File: config.mk
export PLATFORM = sky130hd
export DESIGN_NAME = uart_rx
export DESIGN_NICKNAME = d
export VERILOG_FILES = /design/src/rtl/uart_pkg.sv /design/src/rtl/sync_2ff.sv /design/src/rtl/uart_rx.sv
export SDC_FILE = /design/constraint.sdc
export NUM_CORES = 1
export LEC_CHECK = 0
export BUFFER_PORTS_ARGS = -buffer_cell sky130_fd_sc_hd__clkbuf_2
export CAP_MARGIN = 10
export CORE_MARGIN = 4
export CORE_UTILIZATION = 34
export CTS_CLUSTER_DIAMETER = 60
export DETAILED_ROUTE_END_ITERATION = 6
export HOLD_SLACK_MARGIN = 0.12
export SYNTH_ARGS = -nofsm -noshare
export SYNTH_HDL_FRONTEND = slang
export SYNTH_HIERARCHICAL = 1
export SYNTH_SLANG_ARGS = --single-unit
export TNS_END_PERCENT = 20
File: constraint.sdc
create_clock -name clk -period 1.7 [get_ports clk]
set_input_delay 0.255 -clock clk [delete_from_list [all_inputs] [get_ports clk]]
set_output_delay 0.255 -clock clk [all_outputs]
set_load 0.02 [all_outputs]
File: src/rtl/uart_pkg.sv
// -----------------------------------------------------------------------------
// uart_pkg
// Shared definitions for the UART receive path: FSM state encodings and the
// oversampling tick constants used by the receiver's counters.
// No ports (package).
// -----------------------------------------------------------------------------
package uart_pkg;

  typedef enum logic [2:0] {
    IDLE   = 3'd0,
    START  = 3'd1,
    DATA   = 3'd2,
    STOP   = 3'd3,
    PARITY = 3'd4
  } state_t;

  localparam int          OVERSAMPLE = 16;
  localparam logic [4:0]  MID_TICK   = 5'd7;                 // middle of the start bit
  localparam logic [4:0]  LAST_TICK  = 5'(OVERSAMPLE - 1);   // end of a full bit period

endpackage

File: src/rtl/sync_2ff.sv
// -----------------------------------------------------------------------------
// sync_2ff
// Two-flop synchronizer for a single asynchronous input bit.
// Ports:
//   clk    - system clock
//   reset  - asynchronous active-low reset (both flops load RESET_VAL)
//   d_i    - asynchronous input
//   q_o    - synchronized output, 2 clk latency
// -----------------------------------------------------------------------------
module sync_2ff #(
  parameter logic RESET_VAL = 1'b1
) (
  input  logic clk,
  input  logic reset,
  input  logic d_i,
  output logic q_o
);

  logic meta_q;
  logic sync_q;

  always_ff @(posedge clk or negedge reset) begin
    if (!reset) begin
      meta_q <= RESET_VAL;
      sync_q <= RESET_VAL;
    end else begin
      meta_q <= d_i;
      sync_q <= meta_q;
    end
  end

  assign q_o = sync_q;

endmodule

File: src/rtl/uart_rx.sv
// -----------------------------------------------------------------------------
// uart_rx
// 8-N-1 style UART receiver driven by a 16x oversampling tick. The start bit is
// qualified at its middle, data bits are sampled mid-bit LSB first, and the
// stop bit is checked at the end of SB_TICKS ticks.
// Ports:
//   clk          - system clock
//   reset        - asynchronous active-low reset
//   rx           - serial line (idles high, asynchronous to clk)
//   i_ticks      - one-clk pulse at 16x the baud rate
//   o_data_byte  - last received byte (held until the next frame completes)
//   o_rx_done    - one-clk pulse when a frame completes
//   o_frame_err  - stop bit was sampled low on the last frame
//   o_parity_err - parity mismatch on the last frame (UART_RX_PARITY_EN only)
// Build option: define UART_RX_PARITY_EN to add a parity bit between the data
// bits and the stop bit (PARITY_ODD selects odd parity).
// -----------------------------------------------------------------------------
module uart_rx
  import uart_pkg::*;
#(
  parameter int DATA_WIDTH = 8,
  parameter int SB_TICKS   = 16
`ifdef UART_RX_PARITY_EN
  ,
  parameter bit PARITY_ODD = 1'b0
`endif
) (
  input  logic                  clk,
  input  logic                  reset,
  input  logic                  rx,
  input  logic                  i_ticks,
  output logic [DATA_WIDTH-1:0] o_data_byte,
  output logic                  o_rx_done,
`ifdef UART_RX_PARITY_EN
  output logic                  o_parity_err,
`endif
  output logic                  o_frame_err
);

  localparam int               NW      = (DATA_WIDTH > 1) ? $clog2(DATA_WIDTH) : 1;
  localparam logic [NW-1:0]    N_LAST  = NW'(DATA_WIDTH - 1);
  localparam logic [4:0]       SB_LAST = 5'(SB_TICKS - 1);

  logic                  rx_s;
  state_t                state_q, state_d;
  logic [4:0]            s_cnt_q, s_cnt_d;
  logic [NW-1:0]         n_cnt_q, n_cnt_d;
  logic [DATA_WIDTH-1:0] b_q, b_d;
  logic [DATA_WIDTH-1:0] data_q, data_d;
  logic                  done_q, done_d;
  logic                  ferr_q, ferr_d;
`ifdef UART_RX_PARITY_EN
  logic                  par_q, par_d;
  logic                  perr_q, perr_d;
`endif

  sync_2ff #(.RESET_VAL(1'b1)) u_rx_sync (
    .clk   (clk),
    .reset (reset),
    .d_i   (rx),
    .q_o   (rx_s)
  );

  always_ff @(posedge clk or negedge reset) begin
    if (!reset) begin
      state_q <= IDLE;
      s_cnt_q <= '0;
      n_cnt_q <= '0;
      b_q     <= '0;
      data_q  <= '0;
      done_q  <= 1'b0;
      ferr_q  <= 1'b0;
`ifdef UART_RX_PARITY_EN
      par_q   <= 1'b0;
      perr_q  <= 1'b0;
`endif
    end else begin
      state_q <= state_d;
      s_cnt_q <= s_cnt_d;
      n_cnt_q <= n_cnt_d;
      b_q     <= b_d;
      data_q  <= data_d;
      done_q  <= done_d;
      ferr_q  <= ferr_d;
`ifdef UART_RX_PARITY_EN
      par_q   <= par_d;
      perr_q  <= perr_d;
`endif
    end
  end

  always_comb begin
    state_d = state_q;
    s_cnt_d = s_cnt_q;
    n_cnt_d = n_cnt_q;
    b_d     = b_q;
    data_d  = data_q;
    done_d  = 1'b0;
    ferr_d  = ferr_q;
`ifdef UART_RX_PARITY_EN
    par_d   = par_q;
    perr_d  = perr_q;
`endif

    unique case (state_q)
      IDLE: begin
        // Start edge is watched every clk so its phase is not quantised to ticks.
        if (!rx_s) begin
          state_d = START;
          s_cnt_d = '0;
        end
      end
      START: begin
        if (i_ticks) begin
          if (s_cnt_q == MID_TICK) begin
            if (!rx_s) begin
              state_d = DATA;
              s_cnt_d = '0;
              n_cnt_d = '0;
            end else begin
              state_d = IDLE;       // too short to be a start bit
            end
          end else begin
            s_cnt_d = s_cnt_q + 5'd1;
          end
        end
      end
      DATA: begin
        if (i_ticks) begin
          if (s_cnt_q == LAST_TICK) begin
            s_cnt_d = '0;
            b_d     = {rx_s, b_q[DATA_WIDTH-1:1]};
            if (n_cnt_q == N_LAST) begin
`ifdef UART_RX_PARITY_EN
              state_d = PARITY;
`else
              state_d = STOP;
`endif
            end else begin
              n_cnt_d = n_cnt_q + NW'(1);
            end
          end else begin
            s_cnt_d = s_cnt_q + 5'd1;
          end
        end
      end
`ifdef UART_RX_PARITY_EN
      PARITY: begin
        if (i_ticks) begin
          if (s_cnt_q == LAST_TICK) begin
            s_cnt_d = '0;
            par_d   = rx_s;
            state_d = STOP;
          end else begin
            s_cnt_d = s_cnt_q + 5'd1;
          end
        end
      end
`endif
      STOP: begin
        if (i_ticks) begin
          if (s_cnt_q == SB_LAST) begin
            data_d  = b_q;
            ferr_d  = ~rx_s;
            done_d  = 1'b1;
`ifdef UART_RX_PARITY_EN
            perr_d  = ^b_q ^ par_q ^ PARITY_ODD;
`endif
            state_d = IDLE;
          end else begin
            s_cnt_d = s_cnt_q + 5'd1;
          end
        end
      end
      default: state_d = IDLE;
    endcase
  end

  assign o_data_byte = data_q;
  assign o_rx_done   = done_q;
  assign o_frame_err = ferr_q;
`ifdef UART_RX_PARITY_EN
  assign o_parity_err = perr_q;
`endif

endmodule

==> results of run 1 <==
==> layer usage <==
layer | up-vias | wire length, um | track usage (%)
met3 | 8 | 122 | 3.04
li1 | 546 | - | -
met4 | 0 | 101 | 5.98
met1 | 580 | 1350 | 13.1
met5 | - | 0 | 0
met2 | 31 | 1620 | 20.1
==> layout by cell type, fill, tap and decap left out, drive strengths merged, types with 2 or more instances in the layout <==
cell and n:
a2111oi 2, a21oi 5, and4b 2, buf 10, bufinv 2, clkbuf 19
dfrtp 28, dfstp 2, dlygate4sd3 2, ha 10, inv 9, mux2 17
mux2i 3, nand2 11, nand3 4, nand3b 2, nor2 7, nor2b 3
nor3 2, o21ai 12, o41ai 2
==> registers in the layout, indices dropped and copies added (netlist names) <==
name and flops:
state_q 2, n_cnt_q 3, s_cnt_q 5, u_rx_sync/meta_q 1, o_rx_done 1, o_data_byte 8, b_q 8, u_rx_sync/q_o 1
o_frame_err 1
==> repair_timing <==
| action | CTS | global route |
|---|---|---|
| hold endpoints to repair | 29 | 0 |
| setup endpoints to repair | 6 | 16 |
| hold buffers | 2 | 0 |
| resized for setup | 5 | 11 |
==> Yosys cell counts <==
master | number | area [sq um]
a2111oi_2 | 2 | 30.0
a21oi_1 | 5 | 25.0
a2bb2oi_1 | 1 | 8.76
a32o_1 | 1 | 10.0
and2b_1 | 1 | 7.51
and4b_1 | 1 | 10.0
and4b_4 | 1 | 13.8
and4bb_1 | 1 | 12.5
buf_2 | 3 | 15.0
buf_6 | 2 | 22.5
dfrtp_1 | 28 | 701
dfstp_2 | 2 | 52.6
ha_1 | 10 | 125
inv_1 | 9 | 33.8
mux2_1 | 1 | 11.3
mux2_2 | 9 | 101
mux2_4 | 7 | 105
mux2i_1 | 3 | 30.0
nand2_1 | 11 | 41.3
nand2b_1 | 1 | 6.26
nand3_1 | 2 | 10.0
nand3_4 | 2 | 35.0
nand3b_1 | 1 | 7.51
nand3b_2 | 1 | 11.3
nand4_1 | 1 | 6.26
nand4b_1 | 1 | 8.76
nor2_1 | 7 | 26.3
nor2b_1 | 3 | 18.8
nor3_1 | 2 | 10.0
nor4_1 | 1 | 6.26
o2111ai_1 | 1 | 8.76
o21ai_0 | 9 | 45.0
o21ai_1 | 2 | 10.0
o21ai_2 | 1 | 8.76
o21bai_1 | 1 | 7.51
o32a_1 | 1 | 10.0
o41ai_1 | 2 | 17.5
or2_1 | 1 | 6.26
==> worst max path at each step <==
stage               startpoint         end  slack (ns)  cells after the start
global route        s_cnt_q[0]  s_cnt_q[4]       -0.08                      6
detailed placement  state_q[0]  s_cnt_q[3]       -0.06                      6
floorplan           state_q[0]  n_cnt_q[0]       0.009                      7
global placement    state_q[0]  s_cnt_q[1]       -0.02                      6
CTS                 state_q[1]  s_cnt_q[3]        0.01                      6
finish              s_cnt_q[0]  s_cnt_q[4]        0.05                      6
==> metrics by stage <==
stage          setup TNS, ns  power [uW]
2_1_floorplan              0        1130
5_1_grt               -0.103        2400
6_report                   0        2280
3_3_place_gp         -0.0397        1270
3_5_place_dp          -0.170        1300
4_1_cts                    0        2220
==> cells by family after synthesis <==
kind of cell / count (synthesis)
AO/OA/AOI/OAI: 26
buffers and inverters: 14
adder cells (fa/ha/maj): 10
AND/OR/NAND/NOR: 38
multiplexers: 20
flip-flops: 30
==> area by class of cell <==
class	count	area, sq um
Timing Repair Buffer	25	160
Tap cell	52	65.1
Clock inverter	2	60.1
Multi-Input combinational cell	94	850
Fill cell	392	2470
Sequential cell	30	756
Inverter	9	33.8
Clock buffer	6	82.6
==> report_power, final <==
part	internal [uW]	switching (uW)	total, uW
registers	762	58.7	821
logic	246	321	567
clock network	625	271	896
==> critical path, cell delays in order (launching register included) <==
cell and delay (ns):
dfrtp_1 0.44, ha_4 0.20, nand3_1 0.09, ha_1 0.31, a2bb2oi_1 0.14, o21ai_0 0.11
a32o_1 0.24
==> results.toml, run 1 <==
[clock_network]
cts_buffer_depth = 2
cts.sinks = 30
clk_pin_slew_ns = 0.06
cts_buffers = 5
worst_skew_pair.late_latency_ns = 0.28
cts_setup_buffers = 0
cts_tree = "done"
cts_root_buf = "clkbuf_8"
cts_max_level = 2

[worst_setup_path]
r2r_start = "s_cnt_q[0]"
rrSetupSlack_ns = 0.05
critPathRequiredTime_ns = 1.86
startpoint_type = "flip-flop"
reg2regPathDepth = 6
worst_r2r_endpoint = "s_cnt_q[4]"
critical_path_class = "flip-flop to flip-flop"
cp.arrival_ns = 1.81
crit_fanout = 8
crit_path_end_kind = "flip-flop"

[timing]
finalHoldViolCount = 0
finalSetupViolCount = 0
setup_ws_ns = 0.0493
rsz0062_at_grt = "yes"
clock-skew-final_ns = 0.00396
fmax_mhz = 606
relSlewSlack_pct = 50.0
final_max_slew_viol_count = 0
min_period_ns = 1.65
holdWs_ns = 0.356
timing.final.crit_share_pct = 97.1
worst_slew_pin_slew_ns = 0.750

[flow_run]
drv_cap = 0

[synthesis]
synth_area_sq_um = 1620
synth_nets = 152
synth_cell_types = 38
synthCells = 138
ys_ff_latch = 30
yosysSeqAreaShare_pct = 46.6
yosys.area_share.simple_pct = 14.7
synthAdderAreaFrac_pct = 7.74
synth_compound_area_share_pct = 11.2
syn_area_per_cell_sq_um = 11.7
synth_top_family_by_area = "multiplexers"
synth_mux_area_share_pct = 15.3
yosysWarnings = 6
synthXorXnorAreaFrac_pct = 0

[floorplanning]
core-area_sq_um = 4470
num_io_pins = 14
start_util_pct = 36.1
die_y_um = 77.0
rows = 24
die_width_um = 77.0
die-area_sq_um = 5920

[cells_and_area]
drive_gt1_share_pct = 39.8
final_cell_area_sq_um = 2010
final_util_pct = 44.9
areaGrowthSynthToFinish_pct = 24.1
fin_nets = 179
finalNonFillerCells = 218
diodes = 0

[global_route]
grt_pass1_vias = 1181
antenna_found_initial = 0
grt_max_degree = 31
gr-total-overflow = 0
grt_usage_pct = 11.6
grt_pass1_wl_mm = 5.49

[place]
dp.cells = 208
place_ws_ns = -0.0559
hpwl_mm = 2.28
gp_congestion = 0.863
placedInstanceArea_sq_um = 1780
port_buffers = 13

[status]
outcome = "complete, no violations"

[worst_hold_path]
hp-class = "flip-flop to flip-flop"
hold_end = "u_rx_sync/q_o"
hold_depth = 0
holdCritStartpoint = "u_rx_sync/meta_q"

[route]
first_pass_iters = 4
vias = 1165
first_iter_violations = 53
finalWirelength_mm = 3.19
detail_route.vias_per_cell = 5.34
wire_per_inst_um = 14.6
route.detailed.drc = 0
antenna_left = 0

[pwr]
power_density_nw_per_um2 = 1140
p_leak_uw = 0.000967
max-vdd-ir-drop_mv = 0.610
Power figures use the tool's default switching activity.
==> run 2, diff against run 1 <==
- CORE_ASPECT_RATIO: default -> 1.75
==> run 2 against run 1 <==
Non-clock buffer count up 2. Power down 16%. Worst setup slack worse by 0.0050 ns. Highest routed layer unchanged. Clock skew up 0.00081 ns. Critical path depth unchanged. Register-to-register slack about the same. Largest power group is now sequential cells. Clock-buffer cell count unchanged. Via count down 3.1%. Hold slack better by 0.0019 ns. Sequential cell count unchanged. First-iteration DRC count down 47%. Combinational power down 6.7%. Critical endpoint unchanged.
==> results.toml, run 2 (same netlist as run 1, synthesis figures left out) <==
[route]
route.detailed.drc = 0
finalWirelength_mm = 3.07
wire_per_inst_um = 13.9
first_iter_violations = 28
detail_route.vias_per_cell = 5.13
antenna_left = 0
first_pass_iters = 4
vias = 1129

[timing]
fmax_mhz = 604
final_max_slew_viol_count = 0
timing.final.crit_share_pct = 97.4
rsz0062_at_grt = "yes"
setup_ws_ns = 0.0443
holdWs_ns = 0.358
relSlewSlack_pct = 51.0
worst_slew_pin_slew_ns = 0.735
clock-skew-final_ns = 0.00476
tns_ns = 0
finalSetupViolCount = 0
min_period_ns = 1.66
finalHoldViolCount = 0

[place]
place_ws_ns = -0.0669
port_buffers = 13
hpwl_mm = 2.35
gp_congestion = 0.808
placedInstanceArea_sq_um = 1790

[cells_and_area]
final_common_cell = "dfrtp_1"
final_cell_area_sq_um = 1950
fin_nets = 181
drive_gt1_share_pct = 37.5
layout_common_cells = "dfrtp_1 (27), clkbuf_2 (13), buf_4 (12), nand2_1 (11)"
final_util_pct = 41.7
diodes = 0
areaGrowthSynthToFinish_pct = 20.4
fillers = 454

[clock_network]
cts_root_buf = "clkbuf_8"
clk_pin_slew_ns = 0.06
cts_buffers = 5
cts_max_level = 2
cts.sinks = 30
cts_tree = "done"
worst_skew_pair.late_latency_ns = 0.28
cts_buffer_depth = 2

[pwr]
max-vdd-ir-drop_mv = 0.536
power_density_nw_per_um2 = 990
p_leak_uw = 0.000948

[worst_setup_path]
cp.arrival_ns = 1.82
startpoint_type = "flip-flop"
slowest_delay_ns = 0.41
critPathRequiredTime_ns = 1.87
critical_path_class = "flip-flop to flip-flop"
cp_top_family = "compound AO/OA/AOI/OAI gates"
cp_slowest_cell = "dfrtp_1"
cp.buffers_inverters = 0
crit_fanout = 8
crit_path_cell_trace = "ha_4, nand3_1, ha_1, a2bb2oi_1, o21ai_0, a32o_1"
crit_path_end_kind = "flip-flop"

[global_route]
grt_pass1_vias = 1198
antenna_found_initial = 0
grt_usage_pct = 11.7
grt_max_degree = 31
grt_pass1_wl_mm = 5.31
gr-total-overflow = 0

[worst_hold_path]
hp-class = "flip-flop to flip-flop"

[flow_run]
drv_cap = 0

[floorplanning]
die-area_sq_um = 5970
core-area_sq_um = 4670
num_io_pins = 14
start_util_pct = 34.6
die_width_um = 60.1
die_y_um = 99.2
rows = 33

[status]
outcome = "complete, no violations"
run 2: changes by cell type in the layout (fill, tap and decap cells not counted), moves of 2 or more:
| cell | change |
|---|---|
| o21ai_0 | -2 |
| o21ai_1 | +3 |
| buf_4 | +2 |
| bufinv_16 | -2 |
run 2: repair_timing:
item,CTS,global route
endpoints found under the setup margin,6,9
setup buffers,0,1
pin swaps,0,1
hold endpoints to repair,29,0
hold buffers,2,0
resized for setup,5,6
run 2: routing by layer:
metal,GRT usage (%),up-vias,wire length (um)
met2,22.3,20,1790
met4,6.83,0,91
met5,0,-,0
li1,-,545,-
met1,10.4,559,1090
met3,2.86,5,102
run 2: worst paths after layout:
path / endpoint / from / slack [ns] / cells after the start
max: s_cnt_q[4] / s_cnt_q[1] / 0.04 / 6
min: u_rx_sync/q_o / u_rx_sync/meta_q / 0.36 / 0
max reg2reg: s_cnt_q[4] / s_cnt_q[1] / 0.04 / 6
min reg2reg: u_rx_sync/q_o / u_rx_sync/meta_q / 0.36 / 0
max in group asynchronous: state_q[1] / reset / 0.62 / 2
min in group asynchronous: n_cnt_q[1] / reset / 0.57 / 2
run 2: final cells by class:
type	instances	area, sq um	area share, %
clock inverters	2	12.5	0.643
well taps	52	65.1	3.34
clock buffers	6	82.6	4.24
flip-flops and latches	30	754	38.8
repair buffers	27	175	9.00
multi-input cells	94	822	42.3
inverters	9	33.8	1.74
run 2: power by group:
group	internal [uW]	total (uW)	switching (uW)
clock	324	586	262
sequential	760	810	50.2
combinational	235	529	294
run 2: per-stage QoR:
step / std cells / total power, uW
global placement: 209 / 1270
detailed placement: 209 / 1300
global route: 220 / 2060
CTS: 219 / 1920
finish: 220 / 1930
floorplan: 138 / 1130
==> run 3, diff against run 2 <==
- PLACE_DENSITY: default -> 0.55
- RECOVER_POWER: default -> 100
==> run 3 against run 2 <==
Cell count decreased by 0.45%. First-iteration DRC count down 3.6%. Worst setup slack got worse by 0.0045 ns. Clock power increased by 19%. Sequential power up 0.7%. Core utilization grew 0.054 points. Largest cell class unchanged. Critical path type unchanged. Non-clock buffer count fell by 1.
==> results.toml, run 3 (same netlist as run 1, synthesis figures left out) <==
[status]
outcome = "complete, no violations"

[cells_and_area]
layout_common_cells = "dfrtp_1 (26), clkbuf_1 (12), nand2_1 (11), buf_4 (10), mux2_2 (9)"
diodes = 0
final_cell_area_sq_um = 1950
areaGrowthSynthToFinish_pct = 20.5
final_common_cell = "dfrtp_1"
final_util_pct = 41.8
fillers = 457
fin_nets = 180
drive_gt1_share_pct = 32.9

[route]
finalWirelength_mm = 3.25
antenna_left = 0
wire_per_inst_um = 14.8
first_iter_violations = 27
detail_route.vias_per_cell = 5.24
first_pass_iters = 4
route.detailed.drc = 0
vias = 1148

[flow_run]
drv_cap = 0

[worst_setup_path]
critical_path_class = "flip-flop to flip-flop"
crit_fanout = 9
cp.arrival_ns = 1.85
crit_path_end_kind = "flip-flop"
critPathRequiredTime_ns = 1.89
crit_start = "state_q[0]"
cp_slowest_cell = "dfrtp_2"
startpoint_type = "flip-flop"
cp_common_cell = "inv_1"
rrSetupSlack_ns = 0.04
r2r_start = "state_q[0]"
slowest_delay_ns = 0.44
crit_path_cell_trace = "inv_1, ha_2, buf_4, inv_1, o21ai_1, a21oi_1, mux2i_1"

[timing]
finalSetupViolCount = 0
min_period_ns = 1.66
timing.final.crit_share_pct = 97.7
final_max_slew_viol_count = 0
finalHoldViolCount = 0
fmax_mhz = 602
worst_slew_pin_slew_ns = 0.721
clock-skew-final_ns = 0.00279
holdWs_ns = 0.358
rsz0062_at_grt = "yes"
relSlewSlack_pct = 51.9

[clock_network]
cts_buffer_depth = 2
cts_tree = "done"
worst_skew_pair.late_latency_ns = 0.28
cts_root_buf = "clkbuf_8"
clk_pin_slew_ns = 0.06
cts_buffers = 5
cts_max_level = 2
cts.sinks = 30

[floorplanning]
die_y_um = 99.2
start_util_pct = 34.6
core-area_sq_um = 4670
rows = 33
die_width_um = 60.1
die-area_sq_um = 5970
num_io_pins = 14

[pwr]
p_leak_uw = 0.000916
max-vdd-ir-drop_mv = 0.747
power_density_nw_per_um2 = 1060

[global_route]
antenna_found_initial = 0
grt_max_degree = 31
grt_pass1_wl_mm = 5.49
gr-total-overflow = 0
grt_usage_pct = 12.3
grt_pass1_vias = 1234

[worst_hold_path]
hp-class = "flip-flop to flip-flop"
holdCritStartpoint = "u_rx_sync/meta_q"

[place]
gp_congestion = 0.810
hpwl_mm = 2.42
placedInstanceArea_sq_um = 1790
port_buffers = 13
[run 3: final timing paths]
| check | cells after the start | end |
|---|---|---|
| min in group asynchronous | 3 | s_cnt_q[2] |
| min | 0 | u_rx_sync/q_o |
| max in group asynchronous | 3 | state_q[0] |
| max | 7 | state_q[0] |
| max reg2reg | 7 | state_q[0] |
| min reg2reg | 0 | u_rx_sync/q_o |
[run 3: critical path, delay by kind of cell (launching register included)]
kind            cells  cell delay [ns]
compound gates      2             0.31
fa+ha+maj           1             0.29
buf+inv             3             0.34
flops               1             0.44
mux                 1             0.19
[run 3: stage by stage]
| stage | total power (uW) | setup TNS, ns | instances | worst slack [ns] |
|---|---|---|---|---|
| CTS | 2040 | 0 | 219 | 0.00502 |
| global placement | 1290 | -0.0138 | 209 | -0.0138 |
| global route | 2170 | -0.0411 | 219 | -0.0172 |
| finish | 2060 | 0 | 219 | 0.0398 |
| floorplan | 1130 | 0 | 138 | 0.00925 |
| detailed placement | 1320 | -0.385 | 209 | -0.0859 |
[run 3: layout make-up]
cell class | count | area, sq um | share of cell area [%]
timing repair buffer | 26 | 153 | 7.84
clock buffer | 7 | 76.3 | 3.92
inverter | 9 | 33.8 | 1.73
tap | 52 | 65.1 | 3.34
multi-input combinational | 94 | 835 | 42.8
sequential | 30 | 756 | 38.8
clock inverter | 1 | 30.0 | 1.54
[run 3: where the power goes]
part           switching [uW]  total [uW]  internal, uW
Combinational             311         553           242
Sequential               53.1         816           763
Clock                     257         695           438
[run 3: routing by layer]
| metal | up-vias | track usage [%] | wire length (um) |
|---|---|---|---|
| met5 | - | 0 | 0 |
| met1 | 566 | 13.3 | 1280 |
| met2 | 21 | 20.2 | 1720 |
| met4 | 0 | 8.87 | 152 |
| li1 | 547 | - | - |
| met3 | 14 | 2.99 | 98 |
[run 3: timing repair]
item                                    in CTS  in global routing
hold endpoints to repair                    29                  0
pin swaps                                    0                  1
buffers inserted                             0                  0
hold buffers                                 2                  0
endpoints found under the setup margin      14                  7
gates resized for setup                      5                 10
